$ cat src/rtl/trace_sink_if.sv
// trace_sink_if: groups the trace record stream and the Avalon-MM write
// master bus used by trace_sink.
//   trace_in_data   [127:0]  record from the trace source
//   trace_in_valid           source has a record
//   trace_in_ready           sink accepts the record this cycle
//   avm_address     [31:0]   byte address of the current word write
//   avm_write                write strobe
//   avm_writedata   [31:0]   word being written
//   avm_byteenable  [3:0]    byte lanes (always all four)
//   avm_waitrequest          slave stalls the current write
// Modport master is the sink side (trace_sink); slave is the environment side.
interface trace_sink_if;
    logic [127:0] trace_in_data;
    logic         trace_in_valid;
    logic         trace_in_ready;
    logic [31:0]  avm_address;
    logic         avm_write;
    logic [31:0]  avm_writedata;
    logic [3:0]   avm_byteenable;
    logic         avm_waitrequest;

    modport master (
        input  trace_in_data,
        input  trace_in_valid,
        input  avm_waitrequest,
        output trace_in_ready,
        output avm_address,
        output avm_write,
        output avm_writedata,
        output avm_byteenable
    );

    modport slave (
        output trace_in_data,
        output trace_in_valid,
        output avm_waitrequest,
        input  trace_in_ready,
        input  avm_address,
        input  avm_write,
        input  avm_writedata,
        input  avm_byteenable
    );
endinterface

$ cat src/rtl/trace_sink.sv
// trace_sink: accepts 128-bit trace records and writes each one into a ring
// buffer in memory as four 32-bit Avalon-MM word writes (word 0 first).
// Ports:
//   clk_clk    single clock
//   reset      asynchronous, active-high reset
//   enable     capture permitted (a record already being written always completes)
//   clear      synchronous pulse, honoured in IDLE only: restarts the ring
//   bus        trace_sink_if.master: trace record stream + Avalon-MM master
//   rec_count  number of records fully written (wraps modulo 2^32)
//   wrapped    sticky: ring wrapped at least once
//   stopped    sticky: ring filled and capture halted
// Parameters: BUF_BASE (16-byte aligned ring base), BUF_RECORDS (ring size).
// Build option: define TRACE_SINK_WRAP_EN to make the ring wrap around and
// keep capturing; without it the sink stops after the last slot is written.
module trace_sink #(
    parameter logic [31:0] BUF_BASE    = 32'h0100_0000,
    parameter int unsigned BUF_RECORDS = 1024
) (
    input  logic                clk_clk,
    input  logic                reset,
    input  logic                enable,
    input  logic                clear,
    trace_sink_if.master        bus,
    output logic [31:0]         rec_count,
    output logic                wrapped,
    output logic                stopped
);

    localparam int unsigned IDX_W = (BUF_RECORDS > 1) ? $clog2(BUF_RECORDS) : 1;
    localparam logic [IDX_W-1:0] LAST_IDX = IDX_W'(BUF_RECORDS - 1);

    typedef enum logic {
        IDLE  = 1'b0,
        WRITE = 1'b1
    } state_t;

    state_t           state, state_nxt;
    logic [1:0]       beat, beat_nxt;
    logic [IDX_W-1:0] rec_idx, rec_idx_nxt;
    logic [31:0]      rec_count_nxt;
    logic             stopped_nxt;
    logic [127:0]     rec_data_p0;
    logic             hs;

`ifdef TRACE_SINK_WRAP_EN
    logic             wrapped_q, wrapped_nxt;
    assign wrapped = wrapped_q;
`else
    assign wrapped = 1'b0;
`endif

    function automatic logic [31:0] select_word(input logic [127:0] rec,
                                                input logic [1:0]   idx);
        logic [31:0] w;
        case (idx)
            2'd0:    w = rec[31:0];
            2'd1:    w = rec[63:32];
            2'd2:    w = rec[95:64];
            default: w = rec[127:96];
        endcase
        return w;
    endfunction

    // Ready is gated by reset so the source sees no acceptance while the
    // block is held in reset, even with enable high.
    assign bus.trace_in_ready = !reset && (state == IDLE) && enable && !stopped && !clear;
    assign hs                 = bus.trace_in_valid && bus.trace_in_ready;

    // Address and data are pure functions of registered state, so they hold
    // still for as long as waitrequest stalls the beat. In IDLE beat is 0,
    // which also makes the reset address equal to BUF_BASE.
    assign bus.avm_write      = (state == WRITE);
    assign bus.avm_byteenable = 4'hF;
    assign bus.avm_address    = BUF_BASE + (32'(rec_idx) << 4) + (32'(beat) << 2);
    assign bus.avm_writedata  = (state == WRITE) ? select_word(rec_data_p0, beat) : 32'd0;

    always_comb begin
        state_nxt     = state;
        beat_nxt      = beat;
        rec_idx_nxt   = rec_idx;
        rec_count_nxt = rec_count;
        stopped_nxt   = stopped;
`ifdef TRACE_SINK_WRAP_EN
        wrapped_nxt   = wrapped_q;
`endif
        case (state)
            IDLE: begin
                if (clear) begin
                    rec_idx_nxt   = '0;
                    rec_count_nxt = 32'd0;
                    stopped_nxt   = 1'b0;
`ifdef TRACE_SINK_WRAP_EN
                    wrapped_nxt   = 1'b0;
`endif
                end else if (hs) begin
                    state_nxt = WRITE;
                    beat_nxt  = 2'd0;
                end
            end
            WRITE: begin
                if (!bus.avm_waitrequest) begin
                    if (beat == 2'd3) begin
                        state_nxt     = IDLE;
                        beat_nxt      = 2'd0;
                        rec_count_nxt = rec_count + 32'd1;
                        if (rec_idx == LAST_IDX) begin
`ifdef TRACE_SINK_WRAP_EN
                            rec_idx_nxt = '0;
                            wrapped_nxt = 1'b1;
`else
                            stopped_nxt = 1'b1;
`endif
                        end else begin
                            rec_idx_nxt = rec_idx + IDX_W'(1);
                        end
                    end else begin
                        beat_nxt = beat + 2'd1;
                    end
                end
            end
            default: state_nxt = IDLE;
        endcase
    end

    always_ff @(posedge clk_clk or posedge reset) begin
        if (reset) begin
            state     <= IDLE;
            beat      <= 2'd0;
            rec_idx   <= '0;
            rec_count <= 32'd0;
            stopped   <= 1'b0;
`ifdef TRACE_SINK_WRAP_EN
            wrapped_q <= 1'b0;
`endif
        end else begin
            state     <= state_nxt;
            beat      <= beat_nxt;
            rec_idx   <= rec_idx_nxt;
            rec_count <= rec_count_nxt;
            stopped   <= stopped_nxt;
`ifdef TRACE_SINK_WRAP_EN
            wrapped_q <= wrapped_nxt;
`endif
        end
    end

    // Record capture stage: data is only consumed in WRITE, so it needs no reset.
    always_ff @(posedge clk_clk) begin
        if (hs) begin
            rec_data_p0 <= bus.trace_in_data;
        end
    end

endmodule

$ cat src/flat_wrapper.sv
// flat-port wrapper written by rule: the top's interface ports become plain ports
module trace_sink_flat 
#(
    parameter logic [31:0] BUF_BASE    = 32'h0100_0000,
    parameter int unsigned BUF_RECORDS = 1024
)
  (clk_clk, reset, enable, clear, rec_count, wrapped, stopped, bus_trace_in_data, bus_trace_in_valid, bus_avm_waitrequest, bus_trace_in_ready, bus_avm_address, bus_avm_write, bus_avm_writedata, bus_avm_byteenable);
  trace_sink_if bus_i ();
  input  logic clk_clk;
  input  logic reset;
  input  logic enable;
  input  logic clear;
  output logic [31:0] rec_count;
  output logic wrapped;
  output logic stopped;
  input wire logic [$bits(bus_i.trace_in_data)-1:0] bus_trace_in_data;
  input wire logic [$bits(bus_i.trace_in_valid)-1:0] bus_trace_in_valid;
  input wire logic [$bits(bus_i.avm_waitrequest)-1:0] bus_avm_waitrequest;
  output wire logic [$bits(bus_i.trace_in_ready)-1:0] bus_trace_in_ready;
  output wire logic [$bits(bus_i.avm_address)-1:0] bus_avm_address;
  output wire logic [$bits(bus_i.avm_write)-1:0] bus_avm_write;
  output wire logic [$bits(bus_i.avm_writedata)-1:0] bus_avm_writedata;
  output wire logic [$bits(bus_i.avm_byteenable)-1:0] bus_avm_byteenable;
  assign bus_i.trace_in_data = bus_trace_in_data;
  assign bus_i.trace_in_valid = bus_trace_in_valid;
  assign bus_i.avm_waitrequest = bus_avm_waitrequest;
  assign bus_trace_in_ready = bus_i.trace_in_ready;
  assign bus_avm_address = bus_i.avm_address;
  assign bus_avm_write = bus_i.avm_write;
  assign bus_avm_writedata = bus_i.avm_writedata;
  assign bus_avm_byteenable = bus_i.avm_byteenable;
  trace_sink #(.BUF_BASE(BUF_BASE), .BUF_RECORDS(BUF_RECORDS)) u_core (.clk_clk(clk_clk), .reset(reset), .enable(enable), .clear(clear), .bus(bus_i), .rec_count(rec_count), .wrapped(wrapped), .stopped(stopped));
endmodule
$ cat config.mk
export PLATFORM = sky130hd
export DESIGN_NAME = trace_sink_flat
export DESIGN_NICKNAME = d
export VERILOG_FILES = /design/src/rtl/trace_sink_if.sv /design/src/rtl/trace_sink.sv /design/src/flat_wrapper.sv
export SDC_FILE = /design/constraint.sdc
export NUM_CORES = 1
export LEC_CHECK = 0
export BUFFER_PORTS_ARGS = -buffer_cell sky130_fd_sc_hd__buf_4
export CORE_ASPECT_RATIO = 1.2
export CORE_MARGIN = 3
export CORE_UTILIZATION = 55
export CTS_CLUSTER_DIAMETER = 30
export DETAILED_ROUTE_END_ITERATION = 12
export PLACE_DENSITY = 0.85
export SLEW_MARGIN = 0
export SYNTH_ARGS = -nofsm -noshare
export SYNTH_HDL_FRONTEND = slang
export SYNTH_SLANG_ARGS = --single-unit
$ cat constraint.sdc
create_clock -name clk_clk -period 7.1 [get_ports clk_clk]
set_clock_uncertainty 0.05 [all_clocks]
set_input_delay 1.42 -clock clk_clk [delete_from_list [all_inputs] [get_ports clk_clk]]
set_output_delay 1.42 -clock clk_clk [all_outputs]
set_load 0.01 [all_outputs]
=== After elaboration in Yosys (flattened, before gate mapping) ===
Cells that the tools add are included.
W data, S select, Z words.

* Add/subtract/negate cells: 5
* Equality and inequality tests: 11
* Multiplexer cells: 26
* Bitwise operators: 1
* Reductions and logical operators: 13

{| class="wikitable"
|+ Operator list
! kind !! count
|-
| $mux W32 || 4
|-
| $pmux W32 S3 || 1
|-
| $pmux W32 S2 || 1
|-
| $mux W10 || 4
|-
| $add A32 B1 Y32 const B || 1
|-
| $add A32 B4 Y32 || 1
|-
| $add A25 B14 Y26 const A || 1
|-
| $pmux W10 S2 || 1
|-
| $ne A2 B2 Y1 const B || 6
|-
| $add A10 B1 Y10 const B || 1
|-
| $eq A10 B10 Y1 const B || 1
|-
| $mux W1 || 8
|-
| $mux W2 || 4
|-
| $reduce_and A4 Y1 || 2
|-
| $reduce_and A3 Y1 || 2
|-
| $logic_and A1 B1 Y1 || 5
|-
| $eq A2 B2 Y1 const B || 2
|-
| $pmux W1 S2 || 2
|-
| $pmux W2 S2 || 1
|-
| $logic_not A1 Y1 || 3
|-
| $add A2 B1 Y2 const B || 1
|-
| $eq A2 B1 Y1 const B || 1
|-
| $logic_not A2 Y1 || 1
|-
| $ne A2 B1 Y1 const B || 1
|-
| $not A1 Y1 || 1
|}

* Register bits after elaboration: 174
* Input port bits: 134
* Word-level logic and storage cells: 62

=== Longest topological paths before layout ===
* Depth in word-level cells: 9
* Gate-level depth with buffers: 7
* Mapped depth without buffers: 5

=== Least setup slack after synthesis ===
OpenSTA, ideal clock, no wires.

* Kind: input to register
* Start point: in clear
* End point: reg u_core.beat[1]
* Data arrival time: 4858 ps
* Data required time: 6766 ps
* Slack: 1908 ps
* Stages on the path: 4
* Buffers on the path: 0
* Cells stage by stage: nor4_1 > nand2_1 > inv_1 > o22ai_1

* Longest elaborated chain between the ends: 5
* Elaborated cells on any way between the ends: 6
* Classes of those cells: eq/ne: 2; reduce/logical: 4

{| class="wikitable"
|+ Ends and longest elaborated chain
! item !! RTL line !! text
|-
| from (decl) || flat_wrapper.sv:12 || <nowiki>input logic clear;</nowiki>
|-
| $logic_not A1 Y1 || trace_sink.sv:66 || <nowiki>assign bus.trace_in_ready = !reset && (state == IDLE) && enable && !stopped && !clear;</nowiki>
|-
| $logic_and A1 B1 Y1 || trace_sink.sv:66 ||
|-
| $logic_and A1 B1 Y1 || trace_sink.sv:67 || <nowiki>assign hs = bus.trace_in_valid && bus.trace_in_ready;</nowiki>
|-
| via u_core.hs || trace_sink.sv:43 || <nowiki>logic hs;</nowiki>
|-
| $ne A2 B1 Y1 (no line) || n/a ||
|-
| $reduce_and A3 Y1 (no line) || n/a ||
|-
| to (signal assigned) || trace_sink.sv:137 || <nowiki>beat <= beat_nxt;</nowiki>
|-
| to (decl) || trace_sink.sv:38 || <nowiki>logic [1:0] beat, beat_nxt;</nowiki>
|}

The timed path passes the listed nets, and every way through them passes these cells.
A chain may end at the register's enable or synchronous reset.

=== Final worst setup path ===
* Start point: reg u_core.beat[0]
* End point: out bus_avm_writedata[10]

* Longest elaborated chain between the ends: 3
* Elaborated cells on any way between the ends: 5
* Classes of those cells: eq/ne: 2; mux: 2; reduce/logical: 1

{| class="wikitable"
|+ Ends and longest elaborated chain
! item !! RTL line !! text
|-
| $eq A2 B2 Y1, or another cell as far along || trace_sink.sv:55 || <nowiki>case (idx)</nowiki>
|-
| $pmux W32 S3 * || trace_sink.sv:55 ||
|-
| $mux W32 * || trace_sink.sv:75 || <nowiki>assign bus.avm_writedata = (state == WRITE) ? select_word(rec_data_p0, beat) : 32'd0;</nowiki>
|-
| to (decl) || flat_wrapper.sv:22 || <nowiki>output wire logic [$bits(bus_i.avm_writedata)-1:0] bus_avm_writedata;</nowiki>
|}

Mark *: on every way between the ends. The rest lies on a longest branch, timed or not.

==> out/qor.yml <==
clk_pin_slew_ps: 70
antenna_cells: 0
rows: 45
async_reset_ff_share_pct: 26.44
drtPass1Iterations: 6
maxSlewViolCount: 0
start_util_pct: 57.49
grt_setup_unrepaired: "no"
tightest_slew_ps: 1076
syn-instance-count: 546
clockBufferDepth: 2
hold_depth: 1
postCtsSetupRepairBufs: 0
tns_ps: 0
syn_area_um2: 7445
status: "finished, final reports clean"
synthDistinctLibCells: 51
clock_sinks: 174
grt_pass1_vias: 5556
io_pins: 238
slew_headroom_pct: 28.24
cts_tree: "done"
avgSynthCellArea_um2: 13.63
timing.hold.ws_ps: 492.7
grtUsageMet2_pct: 43.11
post-route-min-period_ps: 4025
cts-resized-gates: 0
required_ps: 5630
ys.flop_type: "edfxtp_1"
drt_iter0_markers: 630
drc: 0
ys_warn_count: 0
fp.dieW_um: 112.2
crit_path_start_kind: "flop"
antenna_found_initial: 0
routedWlPerCell_um: 20.24
fin_util_pct: 74.34
grt_usage_pct: 24.93
hold_buffers: 0
p_per_area_nw_per_um2: 303.8
synth-edff-count: 128
cp_data_arrival_time_ps: 2550
top_usage_layer: "met2"
leakage_nw: 4.200
dp_hpwl_mm: 12.76
period_share_pct: 56.69
grt_use_met1_pct: 29.42
yosysSeqAreaShare_pct: 67.09
critPathMaxFanout: 65
layout-drive-gt1-share_pct: 34.30
routed_wl_mm: 18.72
port_buffers: 212
critical_path_class: "reg2out"
max_clock_freq_mhz: 248.5
coreArea_um2: 12950
ant_nets: 0
root_buffer: "clkbuf_16"
viasPerCell: 6.046
reg2reg_depth: 5
hp-class: "reg2reg"
use_met3_pct: 7.769
gp_congestion: 0.8665
worst_ir_drop_vdd_mv: 0.2432
drv_cap: 0
vias: 5593
die_area_um2: 14970
grt_pass1_wl_mm: 29.06
cts-buffers-inserted: 17
nNetsFinal: 888
clk_latency_ps: 420
grt-ovfl-total: 0
grt_max_degree: 83
die_h_um: 133.4
htreeDepth: 4
cp-end-kind: "primary output"
hold_viol: 0
setup_violations: 0
area_delta_synth_final_pct: 29.31
fin_area_um2: 9627
place_area_um2: 9047
ys_seq_elements: 174
where the power goes:
group	leakage, nW	switching [mW]	total, mW	internal [mW]
logic	2.14	0.484	0.856	0.372
registers	1.79	0.0305	1.17	1.14
clock network	0.267	0.409	0.903	0.494
total	4.20	0.924	2.92	2.00
stage by stage:
step / instances / total power, mW / setup slack (ps)
finish: 925 / 2.924 / 3075
CTS: 925 / 2.943 / 3021
global placement: 893 / 2.015 / 3249
floorplan: 569 / 1.683 / 1908
global route: 925 / 3.057 / 2929
detailed placement: 893 / 2.041 / 3149
critical path, stage by stage (launching register included):
cell and delay [ps]:
dfrtp_1 450, ha_1 280, inv_2 770, nand2_1 250, o211a_1 210, buf_4 160
cells by family after synthesis:
logic type / after synthesis / share of synthesized area, %
flip-flops: 174 / 67.09
AND/OR/NAND/NOR: 149 / 10.52
AO/OA/AOI/OAI: 137 / 15.14
buffers and inverters: 69 / 5.042
XOR/XNOR: 7 / 0.8235
adder cells (fa/ha/maj): 6 / 1.008
other: 2 / 0.1009
multiplexers: 2 / 0.2689
per-layer routing:
| layer | wire, um | vias to the layer above |
|---|---|---|
| met5 | 0 | - |
| met1 | 6822 | 2697 |
| li1 | - | 2526 |
| met4 | 469 | 0 |
| met2 | 9710 | 330 |
| met3 | 1722 | 40 |
cell type report:
class	count	area, um^2
Sequential cell	174	4995
Fill cell	799	3323
Multi-Input combinational cell	326	2163
Timing Repair Buffer	219	1644
Clock buffer	17	425.4
Tap cell	164	205.2
Clock inverter	15	153.9
Inverter	10	40.04
synthesized netlist by cell type, types with 7 or more instances:
cell type  count  area (um^2)
o211ai_1       7        52.55
a21oi_1       22        110.1
nor2_1        14        52.55
o21ai_0       12        60.06
inv_1         10        37.54
buf_4         25        187.7
nand2_1       63        236.5
a222oi_1      32        320.3
or4_1         13        97.59
and4_1         9        78.83
edfxtp_1     128         3844
clkbuf_1      22        82.58
nand3_1       14        70.07
o211a_1       33        330.3
o31ai_1       10        75.07
nand4_1        8        50.05
dfrtp_1       46         1151
placed cells by master, fill, tap and decap left out, types with 5 or more instances in the layout:
cell	n
inv_6	7
a21oi_1	22
inv_1	7
clkinvlp_4	5
or3_1	6
edfxtp_1	128
conb_1	25
nor2_1	14
nand3_1	14
nand4_1	8
dfrtp_1	46
o211a_1	33
o211ai_1	7
or4_1	13
clkbuf_16	17
nand2_1	63
a222oi_1	32
buf_4	219
o21ai_0	12
o31ai_1	10
ha_1	6
and4_1	9
final timing paths:
check / start / endpoint / slack, ps
setup / recovery: u_core.beat[0]$_DFFE_PP0P_ / bus_avm_writedata[10] / 3080
hold / removal: u_core.rec_count[8]$_DFFE_PP0P_ / u_core.rec_count[8]$_DFFE_PP0P_ / 490
setup reg to reg: u_core.bus.avm_write$_DFF_PP0_ / u_core.rec_count[22]$_DFFE_PP0P_ / 4200
hold reg to reg: u_core.rec_count[8]$_DFFE_PP0P_ / u_core.rec_count[8]$_DFFE_PP0P_ / 490
max in group asynchronous: reset / u_core.rec_count[14]$_DFFE_PP0P_ / 5480
min in group asynchronous: reset / u_core.bus.avm_write$_DFF_PP0_ / 1110
state kept, by name, indices dropped and copies added, names as in the netlist:
register              count
u_core.rec_data_p0      128
u_core.rec_count         32
u_core.rec_idx           10
u_core.beat               2
u_core.bus.avm_write      1
u_core.stopped            1
(Power assumes the default switching activity.)
